`src/rtl/stream_fifo_1clk.sv`:
```
// Single-clock stream FIFO with valid/ready handshakes on both sides and a fill-level output.
// The head word falls through combinationally from the register array, so there is one cycle of write-to-read latency.
module stream_fifo_1clk #(
   parameter int Width = 8,
   parameter int Depth = 16
) (
   input  logic                       clk,
   input  logic                       rst,
   input  logic                       din_valid,
   output logic                       din_ready,
   input  logic [Width-1:0]           din_data,
   output logic                       dout_valid,
   input  logic                       dout_ready,
   output logic [Width-1:0]           dout_data,
   output logic [$clog2(Depth+1)-1:0] used
);

   localparam int PTR_W = $clog2(Depth);
   localparam int CNT_W = $clog2(Depth + 1);
   localparam logic [PTR_W-1:0] PTR_LAST = PTR_W'(Depth - 1);
   localparam logic [CNT_W-1:0] CNT_FULL = CNT_W'(Depth);

   logic [Width-1:0] mem [Depth];
   logic [PTR_W-1:0] wr_ptr;
   logic [PTR_W-1:0] rd_ptr;
   logic             wr_en;
   logic             rd_en;

   // Explicit wrap keeps the pointers inside 0..Depth-1 for any Depth.
   function automatic logic [PTR_W-1:0] ptr_next(input logic [PTR_W-1:0] p);
      return (p == PTR_LAST) ? '0 : p + PTR_W'(1);
   endfunction

   // A full FIFO refuses writes even when a read drains a slot in the same cycle.
   assign din_ready  = !rst && (used != CNT_FULL);
   assign dout_valid = (used != '0);
   assign dout_data  = mem[rd_ptr];
   assign wr_en      = din_valid && din_ready;
   assign rd_en      = dout_valid && dout_ready;

   always_ff @(posedge clk) begin
      if (rst) begin
         wr_ptr <= '0;
         rd_ptr <= '0;
         used   <= '0;
      end else begin
         if (wr_en) wr_ptr <= ptr_next(wr_ptr);
         if (rd_en) rd_ptr <= ptr_next(rd_ptr);
         if (wr_en && !rd_en)
            used <= used + CNT_W'(1);
         else if (rd_en && !wr_en)
            used <= used - CNT_W'(1);
      end
   end

   // Storage is never cleared; the pointers alone define which words are live.
   always_ff @(posedge clk) begin
      if (wr_en) mem[wr_ptr] <= din_data;
   end

endmodule

```
`config.mk`:
```
export PLATFORM = sky130hd
export DESIGN_NAME = stream_fifo_1clk
export DESIGN_NICKNAME = d
export VERILOG_FILES = /design/src/rtl/stream_fifo_1clk.sv
export SDC_FILE = /design/constraint.sdc
export NUM_CORES = 1
export LEC_CHECK = 0
export CORE_MARGIN = 1.5
export CORE_UTILIZATION = 55
export DETAILED_ROUTE_END_ITERATION = 12
export PLACE_DENSITY_LB_ADDON = 0.3
export SLEW_MARGIN = 20
export SYNTH_ARGS = -nofsm -noshare
export SYNTH_HDL_FRONTEND = slang
export SYNTH_SLANG_ARGS = --single-unit
```
`constraint.sdc`:
```
create_clock -name clk -period 5.8 [get_ports clk]
set_input_delay 1.74 -clock clk [delete_from_list [all_inputs] [get_ports clk]]
set_output_delay 1.74 -clock clk [all_outputs]
set_load 0.02 [all_outputs]
```
==> reports/summary.txt, run 1 <==
OUTCOME
------------------------------------------------------------------------------------------------------
Status                                                                                       completed

FLOORPLANNING
------------------------------------------------------------------------------------------------------
Die boundary width                                                                            106.3 um
Total die area                                                                               11310 um2
Placeable Area                                                                               10320 um2
Effective utilization at floorplan                                                              56.88%
Placement Rows                                                                                      37
Die span in y                                                                                 106.3 um
Total I/O pin count                                                                                 27

TIMING
------------------------------------------------------------------------------------------------------
Post-layout min period                                                                        4.874 ns
Slew at the pin closest to its max-slew limit                                                0.9413 ns
Max_slew headroom                                                                               37.12%
Total negative setup slack                                                                        0 ns
Maximum frequency from static timing analysis                                               0.2052 GHz
Final setup slack of the worst path                                                          0.9258 ns
Number of max-slew violations in the final report                                                    0
Count of final hold-check violations                                                                 0
Setup-failing EPs final                                                                              0
Unrepaired setup endpoints after global routing                                                     no
Final cycle utilization of the critical path                                                    84.04%
Setup skew after layout                                                                    0.006347 ns

SETUP PATH
------------------------------------------------------------------------------------------------------
CP startpoint kind                                                                            register
Required arrival time at the worst endpoint                                                    4.06 ns
Top delay family on crit path                                                             buffers and inverters
Largest stage delay, worst path                                                                0.86 ns
Max stage delay cell, worst path                                                               dfxtp_2
CP cell instances                                                                         buf_4 > mux4_1 > a22oi_1 > nand2_1 > clkdlybuf4s50_1
Kind of end point of the critical path                                                      output pin
Buffer and inverter count on the worst path                                                          2
Kind of critical path                                                                     register to output pin
Critical-path maximum fanout                                                                        23
Data arrival time at the worst-slack endpoint                                                  3.13 ns

ROUTE
------------------------------------------------------------------------------------------------------
Violation count after the first detailed-routing iteration                                         229
Final antenna-violating net count                                                                    0
Post-detailed-route wirelength per cell                                                       21.73 um
Total via count after detailed routing                                                            3010
Vias per inst                                                                                    6.056
Number of detailed-routing iterations run before antenna repair                                      5
Number of remaining DRC errors                                                                       0
DRT Wirelength                                                                                10.80 mm

CTS
------------------------------------------------------------------------------------------------------
Count of hold-fix buffers inserted at cts                                                            0
CTS root buffer                                                                               clkbuf_8
Gates resized, CTS repair                                                                            0
Post-CTS setup buffer count                                                                          0
Number of sinks handled by clock tree synthesis                                                    145
Later-pin clock latency in the skew report                                                     0.52 ns
H-tree depth                                                                                         4
CTS tree                                                                                          done
Number of buffers created by CTS                                                                    17
Clock transition at the register clock pins on the worst setup and hold paths after CTS        0.06 ns
Maximum count of clock buffers along a single path                                                   2

YOSYS
------------------------------------------------------------------------------------------------------
Leading area contributor after synthesis                                                      edfxtp_1
Mapped Nets                                                                                        334
Share of synthesized flip-flops with an asynchronous set or reset                                   0%
Most area-consuming cells after synthesis                                                 edfxtp_1, mux4_2, mux4_1
Fraction of post-synthesis cell area in the top cell type by area                               65.46%
Register bit count reported by yosys                                                               145
Syn Inst Count                                                                                     312
Mapped Area                                                                                   5872 um2
Yosys warning count                                                                                  0
Post-synth top cells                                                                      edfxtp_1, nor2_1, mux4_2, dfxtp_1, a22oi_1
Most common cell in the synthesized netlist                                                   edfxtp_1
Library cells used by synthesis                                                                     42
Most used DFF post-synth                                                                      edfxtp_1
EDFF count, synth                                                                                  128
Sequential area share after synthesis                                                           71.26%
Average cell area after synthesis                                                            18.82 um2

GLOBAL ROUTING
------------------------------------------------------------------------------------------------------
Vias in the first global route                                                                    2972
Met3 GRT Util                                                                                   6.376%
Layer with the highest usage after global routing                                                 met2
GRT Resource Usage Total                                                                        20.79%
Largest net degree at the start of global routing                                                   33
Total congestion overflow after global routing                                                       0
Met1 usage in global routing                                                                    27.42%
Wire length of the first global-routing pass                                                  16.49 mm
Met2 capacity usage during global routing                                                       32.76%
Antenna violations before repair                                                                     0

POWER AND IR DROP
------------------------------------------------------------------------------------------------------
Share of total power in sequential cells                                                         42.6%
Static leakage                                                                                2.285 nW
Internal power                                                                                2.263 mW
Overall power                                                                                 2.984 mW
Switching power total                                                                         721.0 uW
Combinational fraction of design power                                                           18.0%
Total power divided by cell area                                                          434.3 nW/um2
Net switching share of the total power                                                          24.17%
Clock power share                                                                                39.4%
Peak ir drop on the vdd network                                                              0.2625 mV

HOLD PATH
------------------------------------------------------------------------------------------------------
Path category of the worst min-delay check                                                register to register

FINISH
------------------------------------------------------------------------------------------------------
Total inserted antenna cells                                                                         0
Sequential cell area                                                                          4187 um2
Multi-input gate area                                                                         1543 um2
Fill cells                                                                                         680
Area Overhead vs Synth                                                                          17.00%
Number of nets at the end of the flow                                                              370
Ratio of cells with drive above 1 in the final layout                                           16.90%

PLACED DESIGN
------------------------------------------------------------------------------------------------------
Place WS                                                                                     0.9900 ns
Final HPWL DP                                                                                 6.378 mm
Number of buffers added on ports                                                                    26
GPL Wtd Cong                                                                                    0.7386

FLOW RUN
------------------------------------------------------------------------------------------------------
MaxCap Viol Count                                                                                    0

-- final cells by class --
class,instances,share of cell area [%]
multi-input combinational,147,22.45
clock buffer,19,6.283
inverter,5,0.2732
tap,136,2.477
sequential,145,60.94
timing repair buffer,32,4.444
clock inverter,13,3.132
-- worst register-to-register path, stage by stage, from the launching register on --
cell      delay (ns)
dfxtp_1         0.39
or4_4           0.57
o21ai_4         0.22
ha_1            0.21
inv_1           0.11
ha_1            0.34
a21oi_1         0.20
a211oi_1        0.10
a31oi_1         0.17
mux2_2          0.34
-- per-layer routing --
| metal | vias up | wire, um |
|---|---|---|
| met5 | - | 0 |
| met4 | 0 | 234 |
| met3 | 20 | 624 |
| met2 | 114 | 5357 |
| met1 | 1537 | 4583 |
| li1 | 1339 | - |
-- worst paths after layout --
| kind | from | end | slack, ns | cells past startpoint |
|---|---|---|---|---|
| worst max-delay path | register | dout_data[2] | 0.93 | 5 |
| worst min-delay path | rd_ptr[0] | register | 0.52 | 2 |
| worst max register to register | used[0] | used[4] | 3.05 | 9 |
| worst min register to register | rd_ptr[0] | register | 0.52 | 2 |
-- kinds of logic after synthesis --
kind of cell | after synthesis | synth area share [%]
flops | 145 | 71.26
simple gates | 59 | 4.816
compound gates | 39 | 4.943
mux | 36 | 13.81
buf+inv | 20 | 2.472
fa+ha+maj | 10 | 2.259
xor+xnor | 3 | 0.4476
-- state kept, by name (all words and copies together) (netlist names), named ones only --
| name | cells |
|---|---|
| rd_ptr | 4 |
| mem | 128 |
| used | 5 |
| wr_ptr | 4 |
-- metrics by stage --
stage	area (um2)	utilization, %	hold slack [ns]	std cells
final	6870	66.55	0.5211	497
after global routing	6870	66.55	0.5551	497
after CTS	6870	66.55	0.5234	497
after detailed placement	6223	60.28	0.5101	465
after global placement	6223	60.28	0.4849	465
after floorplan	5872	-	0.4754	312
-- placed cells by master (no fill, tap or decap), types with 4 or more instances in the layout --
cell type,instances
a21oi_1,8
a22oi_1,16
buf_4,6
bufinv_16,6
clkbuf_16,16
clkdlybuf4s50_1,26
dfxtp_1,15
edfxtp_1,128
ha_1,9
inv_1,5
mux4_1,13
mux4_2,19
nand2_1,13
nand2b_1,4
nand3_1,5
nor2_1,23
nor3_1,5
-- power groups by stage --
stage	sequential, mW	combinational [mW]	clock, mW
finish	1.27	0.537	1.18
global route	1.28	0.582	1.24
CTS	1.27	0.539	1.19
detailed placement	1.29	0.533	0
global placement	1.29	0.526	0
floorplan	1.24	0.434	0
Power figures use the tool's default switching activity.
==> inputs of run 2 (changes only) <==
clock period = 4.6 ns   (was 5.8 ns; I/O delays follow)
==> run 2 against run 1 <==
Compared with the run above:
- combinational power up 35%
- sequential power up 23%
- setup slack worse by 0.60 ns
- worst hold slack worse by 0.0073 ns
- final cell count up 0.80%
- wire length up 0.56%
- utilization up 0.12 points
- clock-buffer cell count down 1
- critical endpoint is now dout_data[3]
- highest routed layer unchanged
==> reports/summary.txt, run 2 (same netlist as run 1, synthesis figures left out) <==
GLOBAL ROUTING
------------------------------------------------------------------------------------------------------
Met3 GRT Util                                                                                   6.806%   +0.43 points
Layer with the highest usage after global routing                                                 met2
Total congestion overflow after global routing                                                       0   unchanged
Met2 capacity usage during global routing                                                       35.35%   +2.6 points
Vias in the first global route                                                                    2988   +0.54%
Largest net degree at the start of global routing                                                   33   unchanged
Met1 usage in global routing                                                                    25.78%   -1.6 points
GRT Resource Usage Total                                                                        21.06%   +0.27 points
Antenna violations before repair                                                                     0   unchanged
Wire length of the first global-routing pass                                                  16.53 mm   +0.21%

FINISH
------------------------------------------------------------------------------------------------------
Number of nets at the end of the flow                                                              374   +1.1%
Area Overhead vs Synth                                                                          17.22%
Ratio of cells with drive above 1 in the final layout                                           18.08%   +1.2 points
Number of flip-flops under the largest register name                                               128   unchanged
Post-layout instance area                                                                     6883 um2   +0.18%
Fill cells                                                                                         668   -1.8%
Leading cell type in the layout, fill and taps excluded                                       edfxtp_1
Largest registers                                                                         mem (128), used (5)
Total inserted antenna cells                                                                         0   unchanged
Highest-count cells in the layout ignoring fill and taps                                  edfxtp_1, clkdlybuf4s50_1, nor2_1
Finished Layout Cells                                                                              501   +0.80%
Register bank with the most flops                                                                  mem

ROUTE
------------------------------------------------------------------------------------------------------
Vias per inst                                                                                    5.820   -3.9%
Total via count after detailed routing                                                            2916   -3.1%
Number of remaining DRC errors                                                                       0   unchanged
Final antenna-violating net count                                                                    0   unchanged
DRT Wirelength                                                                                10.86 mm   +0.56%
Number of detailed-routing iterations run before antenna repair                                      4   -1
Violation count after the first detailed-routing iteration                                         225   -1.7%
Post-detailed-route wirelength per cell                                                       21.68 um   -0.24%

PLACED DESIGN
------------------------------------------------------------------------------------------------------
Cell area after placement                                                                     6252 um2   +0.46%
Number of buffers added on ports                                                                    26   unchanged
Final HPWL DP                                                                                 6.549 mm   +2.7%
GPL Wtd Cong                                                                                    0.7122   -3.6%
DP Cell Count                                                                                      469   +0.86%

CTS
------------------------------------------------------------------------------------------------------
CTS root buffer                                                                               clkbuf_8
CTS tree                                                                                          done
Later-pin clock latency in the skew report                                                     0.51 ns   about the same
Number of sinks handled by clock tree synthesis                                                    145   unchanged
H-tree depth                                                                                         4   unchanged
Gates resized, CTS repair                                                                            0   unchanged
Count of hold-fix buffers inserted at cts                                                            0   unchanged
Clock transition at the register clock pins on the worst setup and hold paths after CTS        0.06 ns   about the same
Post-CTS setup buffer count                                                                          0   unchanged
Maximum count of clock buffers along a single path                                                   2   unchanged
Number of buffers created by CTS                                                                    17   unchanged

FLOORPLANNING
------------------------------------------------------------------------------------------------------
Placeable Area                                                                               10320 um2   unchanged
Total die area                                                                               11310 um2   unchanged
Effective utilization at floorplan                                                              56.88%   unchanged
Die boundary width                                                                            106.3 um   unchanged
Die span in y                                                                                 106.3 um   unchanged
Total I/O pin count                                                                                 27   unchanged
Placement Rows                                                                                      37   unchanged

POWER AND IR DROP
------------------------------------------------------------------------------------------------------
Peak ir drop on the vdd network                                                              0.3617 mV   +38%
Total power divided by cell area                                                          541.5 nW/um2   +25%
Static leakage                                                                                2.287 nW   about the same
Overall power                                                                                 3.727 mW   +25%

TIMING
------------------------------------------------------------------------------------------------------
Maximum frequency from static timing analysis                                               0.2341 GHz
Setup-failing EPs final                                                                              0   unchanged
Max_slew headroom                                                                               38.29%   +1.2 points
Slew at the pin closest to its max-slew limit                                                0.9223 ns   -0.01900 ns
Final cycle utilization of the critical path                                                    92.88%
Number of max-slew violations in the final report                                                    0   unchanged
Unrepaired setup endpoints after global routing                                                     no
Total negative setup slack                                                                        0 ns   unchanged
Post-layout min period                                                                        4.272 ns
Count of final hold-check violations                                                                 0   unchanged
Setup skew after layout                                                                    0.005135 ns   -0.001212 ns

SETUP PATH
------------------------------------------------------------------------------------------------------
Kind of critical path                                                                     register to output pin
CP startpoint kind                                                                            register
Data arrival time at the worst-slack endpoint                                                  2.89 ns   -0.24 ns
Critical-path maximum fanout                                                                        14   -39%
Kind of end point of the critical path                                                      output pin
Required arrival time at the worst endpoint                                                    3.22 ns   -0.84 ns

HOLD PATH
------------------------------------------------------------------------------------------------------
Path category of the worst min-delay check                                                register to register

FLOW RUN
------------------------------------------------------------------------------------------------------
MaxCap Viol Count                                                                                    0   unchanged

OUTCOME
------------------------------------------------------------------------------------------------------
Status                                                                                       completed

==> run 2: through the flow <==
stage          hold WS (ns)  utilization (%)  setup WS (ns)
4_1_cts              0.5081            66.67         0.2494
5_1_grt              0.5647            66.67         0.1410
3_3_place_gp         0.4939            60.56         0.5337
2_1_floorplan        0.4754                -          1.185
6_report             0.5138            66.67         0.3277
3_5_place_dp         0.4897            60.56         0.5007
==> run 2: cell type report <==
cell class | instances | area, um2 | area share, %
multi-input combinational | 147 | 1543 | 22.41
clock buffer | 18 | 417.9 | 6.072
sequential | 145 | 4185 | 60.81
timing repair buffer | 36 | 335.3 | 4.872
inverter | 5 | 18.77 | 0.2727
tap | 136 | 170.2 | 2.472
clock inverter | 14 | 212.7 | 3.090
==> run 2: power by group <==
part / switching [mW] / internal (mW)
clock: 0.509 / 0.934
sequential: 0.0733 / 1.48
combinational: 0.350 / 0.378
==> run 2: worst max-delay path, stage by stage, from the launching register on <==
cell	delay, ns
dfxtp_2	0.64
buf_4	0.34
mux4_1	0.58
a22oi_1	0.19
nand2_1	0.08
clkdlybuf4s50_1	0.54
==> run 2: worst paths after layout <==
| check | depth (start not counted) | end | start | slack (ns) |
|---|---|---|---|---|
| setup / recovery | 5 | dout_data[3] | register | 0.33 |
| hold / removal | 2 | register | rd_ptr[0] | 0.51 |
| setup reg to reg | 9 | used[4] | used[0] | 1.89 |
| hold reg to reg | 2 | register | rd_ptr[0] | 0.51 |
==> run 2: layer usage <==
metal | vias up | share of wire (%)
met4 | 0 | 1.2
met2 | 71 | 54
li1 | 1349 | -
met1 | 1486 | 41
met3 | 10 | 4.0
met5 | - | 0
